File: config.mk
export PLATFORM = sky130hd
export DESIGN_NAME = lfsr_share_arbiter
export DESIGN_NICKNAME = d
export VERILOG_FILES = /design/src/rtl/lfsr_share_arbiter.sv
export SDC_FILE = /design/constraint.sdc
export NUM_CORES = 1
export LEC_CHECK = 0
export CAP_MARGIN = 0
export CORE_ASPECT_RATIO = 0.9
export CORE_MARGIN = 2
export CORE_UTILIZATION = 42
export DETAILED_ROUTE_END_ITERATION = 8
export PLACE_DENSITY_LB_ADDON = 0.08
export SETUP_SLACK_MARGIN = 0.1
export SLEW_MARGIN = 10
export SYNTH_ARGS = -nofsm -noshare
export SYNTH_HDL_FRONTEND = slang
export SYNTH_SLANG_ARGS = --single-unit
File: constraint.sdc
create_clock -name clk -period 2.2 [get_ports clk]
set_input_delay 0.33 -clock clk [delete_from_list [all_inputs] [get_ports clk]]
set_output_delay 0.33 -clock clk [all_outputs]
set_load 0.01 [all_outputs]
File: src/rtl/lfsr_share_arbiter.sv
// Round-robin arbiter handing out words from one shared Fibonacci LFSR.
// The LFSR advances only on a grant, so the sequence depends only on the request pattern.
module lfsr_share_arbiter #(
  parameter int NUM_REQ = 4,
  parameter int BITWIDTH = 10,
  parameter logic [BITWIDTH-1:0] TAP = 10'b0100010001,
  parameter logic [BITWIDTH-1:0] SEED = 10'b0000000001
) (
  input  logic                clk,
  input  logic                rst,
  input  logic [NUM_REQ-1:0]  req,
  output logic [NUM_REQ-1:0]  grant,
  output logic [BITWIDTH-1:0] rand_data,
  input  logic                reseed_valid,
  input  logic [BITWIDTH-1:0] reseed_value,
  output logic                busy
);

  localparam int PTR_W = (NUM_REQ > 1) ? $clog2(NUM_REQ) : 1;

  typedef enum logic [1:0] {
    IDLE   = 2'd0,
    GRANT  = 2'd1,
    RESEED = 2'd2
  } state_t;

  state_t              state_r;
  state_t              state_nxt_s;
  logic [BITWIDTH-1:0] lfsr_r;
  logic [PTR_W-1:0]    rr_ptr_r;
  logic [NUM_REQ-1:0]  grant_r;
  logic [BITWIDTH-1:0] rand_r;
  logic                busy_r;

  logic [NUM_REQ-1:0]  ereq_s;
  logic                win_found_s;
  logic [PTR_W-1:0]    win_idx_s;
  logic [NUM_REQ-1:0]  win_onehot_s;
  logic [PTR_W-1:0]    rr_ptr_nxt_s;

  function automatic logic parity_f(input logic [BITWIDTH-1:0] v);
    return ^v;
  endfunction

  function automatic logic [BITWIDTH-1:0] lfsr_step_f(input logic [BITWIDTH-1:0] v);
    return {parity_f(v & TAP), v[BITWIDTH-1:1]};
  endfunction

  function automatic int wrap_f(input int a);
    if (a >= NUM_REQ) begin
      return a - NUM_REQ;
    end else begin
      return a;
    end
  endfunction

  // Round-robin winner search over requests, masking the requester granted last cycle.
  always_comb begin
    ereq_s       = req & ~grant_r;
    win_found_s  = 1'b0;
    win_idx_s    = '0;
    for (int k = 0; k < NUM_REQ; k++) begin
      if (!win_found_s && ereq_s[PTR_W'(wrap_f(int'(rr_ptr_r) + k))]) begin
        win_found_s = 1'b1;
        win_idx_s   = PTR_W'(wrap_f(int'(rr_ptr_r) + k));
      end else begin
        win_found_s = win_found_s;
      end
    end
    win_onehot_s = NUM_REQ'(1) << win_idx_s;
    if (win_idx_s == PTR_W'(NUM_REQ - 1)) begin
      rr_ptr_nxt_s = '0;
    end else begin
      rr_ptr_nxt_s = win_idx_s + 1'b1;
    end
  end

  // Next-state decision; a pending reseed always takes priority over requests.
  always_comb begin
    state_nxt_s = IDLE;
    case (state_r)
      IDLE, GRANT, RESEED: begin
        if (reseed_valid) begin
          state_nxt_s = RESEED;
        end else if (win_found_s) begin
          state_nxt_s = GRANT;
        end else begin
          state_nxt_s = IDLE;
        end
      end
      default: state_nxt_s = IDLE;
    endcase
  end

  // State, LFSR and output registers; the action of a state happens on the edge that enters it.
  always_ff @(posedge clk or posedge rst) begin
    if (rst) begin
      state_r  <= IDLE;
      lfsr_r   <= SEED;
      rr_ptr_r <= '0;
      grant_r  <= '0;
      rand_r   <= '0;
      busy_r   <= 1'b0;
    end else begin
      state_r <= state_nxt_s;
      busy_r  <= (state_nxt_s != IDLE);
      case (state_nxt_s)
        GRANT: begin
          grant_r  <= win_onehot_s;
          rand_r   <= lfsr_r;
          lfsr_r   <= lfsr_step_f(lfsr_r);
          rr_ptr_r <= rr_ptr_nxt_s;
        end
        RESEED: begin
          grant_r <= '0;
          rand_r  <= '0;
          // An all-zero seed would lock the LFSR, so fall back to SEED.
          lfsr_r  <= (reseed_value == '0) ? SEED : reseed_value;
        end
        default: begin
          grant_r <= '0;
          rand_r  <= '0;
        end
      endcase
    end
  end

  assign grant     = grant_r;
  assign rand_data = rand_r;
  assign busy      = busy_r;

endmodule

==> results of run 1 <==
[layout make-up]
| cell class | count | area [um2] | share of cell area (%) |
|---|---|---|---|
| inverter | 5 | 18.77 | 0.9810 |
| clock inverter | 1 | 30.03 | 1.570 |
| clock buffer | 7 | 86.33 | 4.513 |
| multi-input combinational | 89 | 630.6 | 32.96 |
| tap | 42 | 52.55 | 2.747 |
| timing repair buffer | 37 | 367.9 | 19.23 |
| sequential | 29 | 726.9 | 38.00 |
[routing by layer]
layer  up-vias  wire [um]  GRT usage, %
li1        512          -             -
met1       488       1281         22.46
met2        25       1212         25.63
met3         5        143         4.780
met4         0         45         9.119
met5         -          0             0
[final timing paths]
check	startpoint	end	slack [ns]	cells after the start
max reg2reg	grant[1]$_DFF_PP0_	rand_data[5]$_DFF_PP0_	0.39	7
min reg2reg	lfsr_r[2]$_DFFE_PP0P_	rand_data[2]$_DFF_PP0_	0.52	1
max	req[1]	rand_data[5]$_DFF_PP0_	0.31	8
min in group clk	lfsr_r[2]$_DFFE_PP0P_	rand_data[2]$_DFF_PP0_	0.52	1
max in group asynchronous	rst	lfsr_r[0]$_DFFE_PP1P_	1.46	3
min	rst	rand_data[0]$_DFF_PP0_	0.44	3
[cell families after synthesis]
group | after synthesis | synth area share, %
mux | 11 | 8.029
buf+inv | 10 | 3.211
simple gates | 41 | 16.68
fa+ha+maj | 8 | 7.137
flops | 29 | 51.83
compound gates | 27 | 11.86
xor+xnor | 2 | 1.249
[worst max-delay path: cells and delay by family]
| kind | cells | cell delay [ns] |
|---|---|---|
| adders and majority gates | 1 | 0.31 |
| AOI/OAI and AO/OA | 1 | 0.33 |
| and+or+nand+nor | 3 | 0.31 |
| buffers and inverters | 3 | 0.75 |
[cells in the mapped netlist (2+ instances only)]
cell type	number
buf_2	3
nor2_1	13
nor2b_1	3
ha_1	8
nand2_1	4
nand2b_2	2
and2_1	14
mux2_2	2
nor2b_4	2
mux2i_1	9
a21o_1	2
inv_1	5
xnor2_1	2
a21oi_1	16
dfrtp_1	28
[flip-flops by register name (all words and copies together), names as in the netlist]
signal / count
state_r: 2
busy: 1
rand_data: 10
rr_ptr_r: 2
lfsr_r: 10
grant: 4
[power groups by stage]
| stage | sequential (mW) | clock, mW | combinational (mW) |
|---|---|---|---|
| 6_report | 0.805 | 0.556 | 0.575 |
| 5_1_grt | 0.831 | 0.604 | 0.643 |
| 4_1_cts | 0.807 | 0.573 | 0.582 |
| 3_5_place_dp | 0.815 | 0 | 0.576 |
| 3_3_place_gp | 0.813 | 0 | 0.568 |
| 2_1_floorplan | 0.786 | 0 | 0.381 |
[cells in the final DEF, fill, tap and decap left out, types with 2 or more instances in the layout]
master	Yosys	routed
clkdlybuf4s50_1	0	31
dfrtp_1	28	28
a21oi_1	16	16
and2_1	14	14
nor2_1	13	13
mux2i_1	9	9
ha_1	8	8
clkbuf_8	0	6
inv_1	5	5
buf_4	1	5
nand2_1	4	4
nor2b_1	3	3
mux2_2	2	2
xnor2_1	2	2
nor2b_4	2	2
nand2b_2	2	2
a21o_1	2	2
==> results.tsv, run 1 <==
metric	value	unit
outcome	finished clean	
CTS sink cnt	29	
WP data required	2.35	ns
register area share after synthesis	51.83	%
cts hold-fix bufs	0	
# rows	19	
antenna viol nets, final	0	
clock slew at reported path FFs	0.06	ns
VDD IR max	811.5	uV
initial antenna violation count	0	
Fin Hold WS	0.4356	ns
setup_tns	0	ns
Buffers on Ports	31	
endpoints failing hold	0	
Inserted Clock Buffers	5	
top cells by area, synth	dfrtp_1, ha_1, mux2i_1	
RSZ-0062 raised after global routing	false	
Total Wirelength	2.682	mm
ys flop type	dfrtp_1	
Post-Syn Nets	153	
fin worst setup slack	0.3145	ns
# setup viols final	0	
Core Region	0.003114	mm2
root buffer cell	clkbuf_8	
first-pass GRT wire length	4.747	mm
Initial Utilization	45.04	%
hpwl dp	2.040	mm
post-synthesis cell count	128	
Post-synth EDFFs	0	
Synth cell types	30	
via count	1030	
max_slew headroom	75.94	%
Placement Cell Area	0.001797	mm2
Worst path slowest cell	clkdlybuf4s50_1	
max_cap viols	0	
H-Tree Depth	2	
Yosys top cell by area	dfrtp_1	
Peak Freq	530.4	MHz
power share of the clock group	28.7	%
WP data arrival	2.04	ns
post-DR vias/cell	4.905	
period utilization	85.71	%
final core utilization	61.43	%
Layout Cells excl Fill	210	
final-layout fill cell count	268	
Worst-Skew Late Latency	0.28	ns
max-slew violations	0	
fin crit period	1.886	ns
postcts setup bufs	0	
die height	58.83	um
io pins	32	
pin count of the biggest net entering global routing	30	
routability cong.	0.8576	
area grow syn2layout	36.40	%
peak fanout along the critical path	8	
Wirelength per Cell	12.77	um
Leak	0.8587	nW
DRC viols	0	
fraction of layout cells with a size suffix above 1	12.50	%
worst slew pin tran	0.3609	ns
Mapped Avg Cell Area	10.96	um2
top cell type's share of synthesized area	49.96	%
Clock Path Buffers	2	
total gr overflow	0	
Worst setup SP type	primary input	
NetSw	0.5726	mW
switching share of total power	29.57	%
Ys Warns	0	
CTS tree	built	
post-CTS resize count	0	
pwr dens	1012	mW/mm2
detailed-router iteration count before antenna repair	4	
chip width	64.92	um
total power	1.936	mW
vias in the first global route	1029	
clk_skew	0.007113	ns
Int Pwr	1.364	mW
dpl ws	0.03508	ns
flip-flop and latch count after synthesis	29	
slowest stage delay, CP	0.43	ns
full die area	0.003819	mm2
Final Instance Area	0.001913	mm2
gr usage total	17.02	%
Inst Count DP	202	
crit path capture type	flop	
Post-synth ARST share	100.0	%
initial DRC count	74	
Cell Area, Synth	0.001403	mm2
Hold/Removal Path Class	primary input to async pin	
critical path type	primary input to flop	
sequential power share	41.6	%
number of diodes	0	
Nets	192	
cells along the critical path	clkdlybuf4s50_1, nand2b_2, nand2_1, o31ai_2, inv_1, ha_1, buf_4, and2_1	
Comb pwr share	29.7	%
Note: power is estimated with default switching activity, not from simulation.
==> run 2: changes to the inputs <==
Settings changed: ABC_AREA from default to 1, ABC_CLOCK_PERIOD_IN_PS from default to 2200.
==> results.tsv, run 2 <==
metric	value	unit
antenna viol nets, final	0	
Ys Warns	0	
worst slew pin tran	0.3582	ns
Placement Cell Area	0.002078	mm2
CTS sink cnt	29	
Post-synth EDFFs	0	
Int Pwr	1.757	mW
number of diodes	0	
pwr dens	1350	mW/mm2
Yosys top cell by area	dfrtp_1	
area grow syn2layout	35.50	%
initial DRC count	36	
Inserted Clock Buffers	5	
R2R Path End	lfsr_r[8]$_DFFE_PP0P_	
Clock Path Buffers	2	
leading cell type in the layout, fill and taps excluded	nand2_1	
Cell Area, Synth	0.001639	mm2
power share of the clock group	14.5	%
VDD IR max	531.2	uV
die height	63.27	um
fraction of layout cells with a size suffix above 1	21.34	%
r2r startpoint	rr_ptr_r[0]$_DFFE_PP0N_	
via count	1393	
endpoints failing hold	0	
cells along the critical path	clkdlybuf4s50_1, nand3_2, nand3_1, nand2_1, nand4_1, nand3_2, ha_4, buf_12, o21ai_0, a21oi_1, a21oi_1	
worst r2r path cells	12	
Worst-Skew Late Latency	0.27	ns
root buffer cell	clkbuf_8	
setup_tns	0	ns
period utilization	90.70	%
Final Instance Area	0.002221	mm2
pin count of the biggest net entering global routing	30	
Mapped Avg Cell Area	8.493	um2
routability cong.	0.8624	
DRT met1 WL	1.352	mm
cts hold-fix bufs	0	
Initial Utilization	43.93	%
area of the multi-input gates	759.5	um2
Hold/Removal Path Class	primary input to async pin	
Peak Freq	501.2	MHz
sequential power share	28.4	%
WP data required	2.40	ns
Bufs and invs on worst path	2	
Wirelength per Cell	11.58	um
initial antenna violation count	0	
DRC viols	0	
clk_skew	0.004004	ns
CP delay by family, top	buffers and inverters	
register area share after synthesis	44.35	%
top cell type's share of synthesized area	42.75	%
Layout Cells excl Fill	285	
routed wl met2	1.708	mm
fin worst setup slack	0.2046	ns
RSZ-0062 raised after global routing	true	
synth cell count leaders	nand2_1, inv_1, dfrtp_1	
most frequent cells in the layout	nand2_1, inv_1, clkdlybuf4s50_1	
crit path capture type	flop	
slowest stage delay, CP	0.55	ns
max_slew headroom	76.12	%
Nets	263	
H-Tree Depth	2	
switching share of total power	41.40	%
ys flop type	dfrtp_1	
Worst Setup SP	req[0]	
chip width	69.85	um
gr usage total	16.50	%
outcome	finished clean	
Reg area	728.2	um2
Worst path slowest cell	clkdlybuf4s50_1	
detailed-router iteration count before antenna repair	4	
io pins	32	
flip-flop and latch count after synthesis	29	
full die area	0.004419	mm2
top-count cell post-synth	nand2_1	
max_cap viols	0	
hpwl dp	2.591	mm
clock slew at reported path FFs	0.06	ns
Worst setup SP type	primary input	
critical path endpoint	lfsr_r[8]$_DFFE_PP0P_	
Post-synth ARST share	100.0	%
Inst Count DP	275	
Crit path depth	11	
post-synthesis cell count	193	
top cells by area, synth	dfrtp_1, nand2_1, inv_1	
Core Region	0.003731	mm2
# setup viols final	0	
post-DR vias/cell	4.888	
NetSw	1.241	mW
first-pass GRT wire length	5.733	mm
Comb pwr share	57.1	%
critical path type	primary input to flop	
peak fanout along the critical path	15	
max-slew violations	0	
fin crit period	1.995	ns
met3 WL post-DR	158	um
total gr overflow	0	
highest metal layer with signal wires	met4	
final-layout fill cell count	337	
Leak	1.142	nW
WP data arrival	2.19	ns
Total Wirelength	3.301	mm
dpl ws	-0.2836	ns
vias in the first global route	1381	
Buffers on Ports	31	
Synth cell types	23	
# rows	21	
Post-Syn Nets	218	
R2R setup slack	0.21	ns
CTS tree	built	
run 2: cell types whose count changed after synthesis, moves of 3 or more:
cell     before  now
nand3_1       0   12
nand2_2       0    5
and2_1       14    0
nand2_4       0    4
inv_1         5   34
mux2i_1       9    0
nand2_1       4   37
nor2b_1       3    0
o21ai_0       1   13
nand3_2       0    9
nor2_1       13    7
nand4_1       0    3
run 2: kinds of logic after synthesis:
group	share of synthesized area [%]
AO/OA/AOI/OAI	9.160
AND/OR/NAND/NOR	28.32
buffers and inverters	11.53
flip-flops	44.35
adder cells (fa/ha/maj)	6.107
XOR/XNOR	0.5344
run 2: through the flow:
stage / hold slack (ns) / util [%] / power, mW
after CTS: 0.4437 / 58.28 / 2.971
after floorplan: 0.4074 / - / 1.930
after global placement: 0.4508 / 55.70 / 2.475
after global routing: 0.4688 / 59.52 / 3.282
after detailed placement: 0.4545 / 55.70 / 2.510
final: 0.4312 / 59.52 / 2.999
run 2: power by group through the flow:
stage / logic [mW] / clock network (mW) / registers, mW
5_1_grt: 1.92 / 0.484 / 0.881
4_1_cts: 1.66 / 0.453 / 0.854
6_report: 1.71 / 0.435 / 0.851
3_3_place_gp: 1.62 / 0 / 0.855
3_5_place_dp: 1.65 / 0 / 0.861
2_1_floorplan: 1.08 / 0 / 0.854
run 2: how the worst min path moves through the flow:
stage / from / to / slack [ns]
2_1_floorplan: rst / busy$_DFF_PP0_ / 0.41
3_3_place_gp: lfsr_r[5]$_DFFE_PP0P_ / rand_data[5]$_DFF_PP0_ / 0.45
3_5_place_dp: lfsr_r[5]$_DFFE_PP0P_ / rand_data[5]$_DFF_PP0_ / 0.45
4_1_cts: rst / busy$_DFF_PP0_ / 0.44
5_1_grt: rst / grant[2]$_DFF_PP0_ / 0.47
6_report: rst / busy$_DFF_PP0_ / 0.43
run 2: area by class of cell:
class	instances	area share, %
multi-input cells	121	34.20
flip-flops and latches	29	32.79
repair buffers	45	19.83
inverters	36	6.535
clock buffers	8	4.056
well taps	46	2.592
run 2: per-layer routing:
layer | vias up | track usage (%)
met4 | 0 | 8.413
met2 | 33 | 28.57
met3 | 7 | 4.640
met5 | - | 0
met1 | 651 | 18.50
li1 | 702 | -
run 2: tightest hold or removal path, cell delays in order:
cell,delay (ns)
clkdlybuf4s50_1,0.40
inv_1,0.05
buf_4,0.33
run 2: timing repair:
| item | CTS | global route |
|---|---|---|
| endpoints found under the setup margin | 9 | 12 |
| buffers inserted | 0 | 2 |
| endpoints found under the hold margin | 0 | 0 |
| pin swaps | 0 | 4 |
| gates resized for setup | 4 | 9 |
| gates cloned | 0 | 0 |
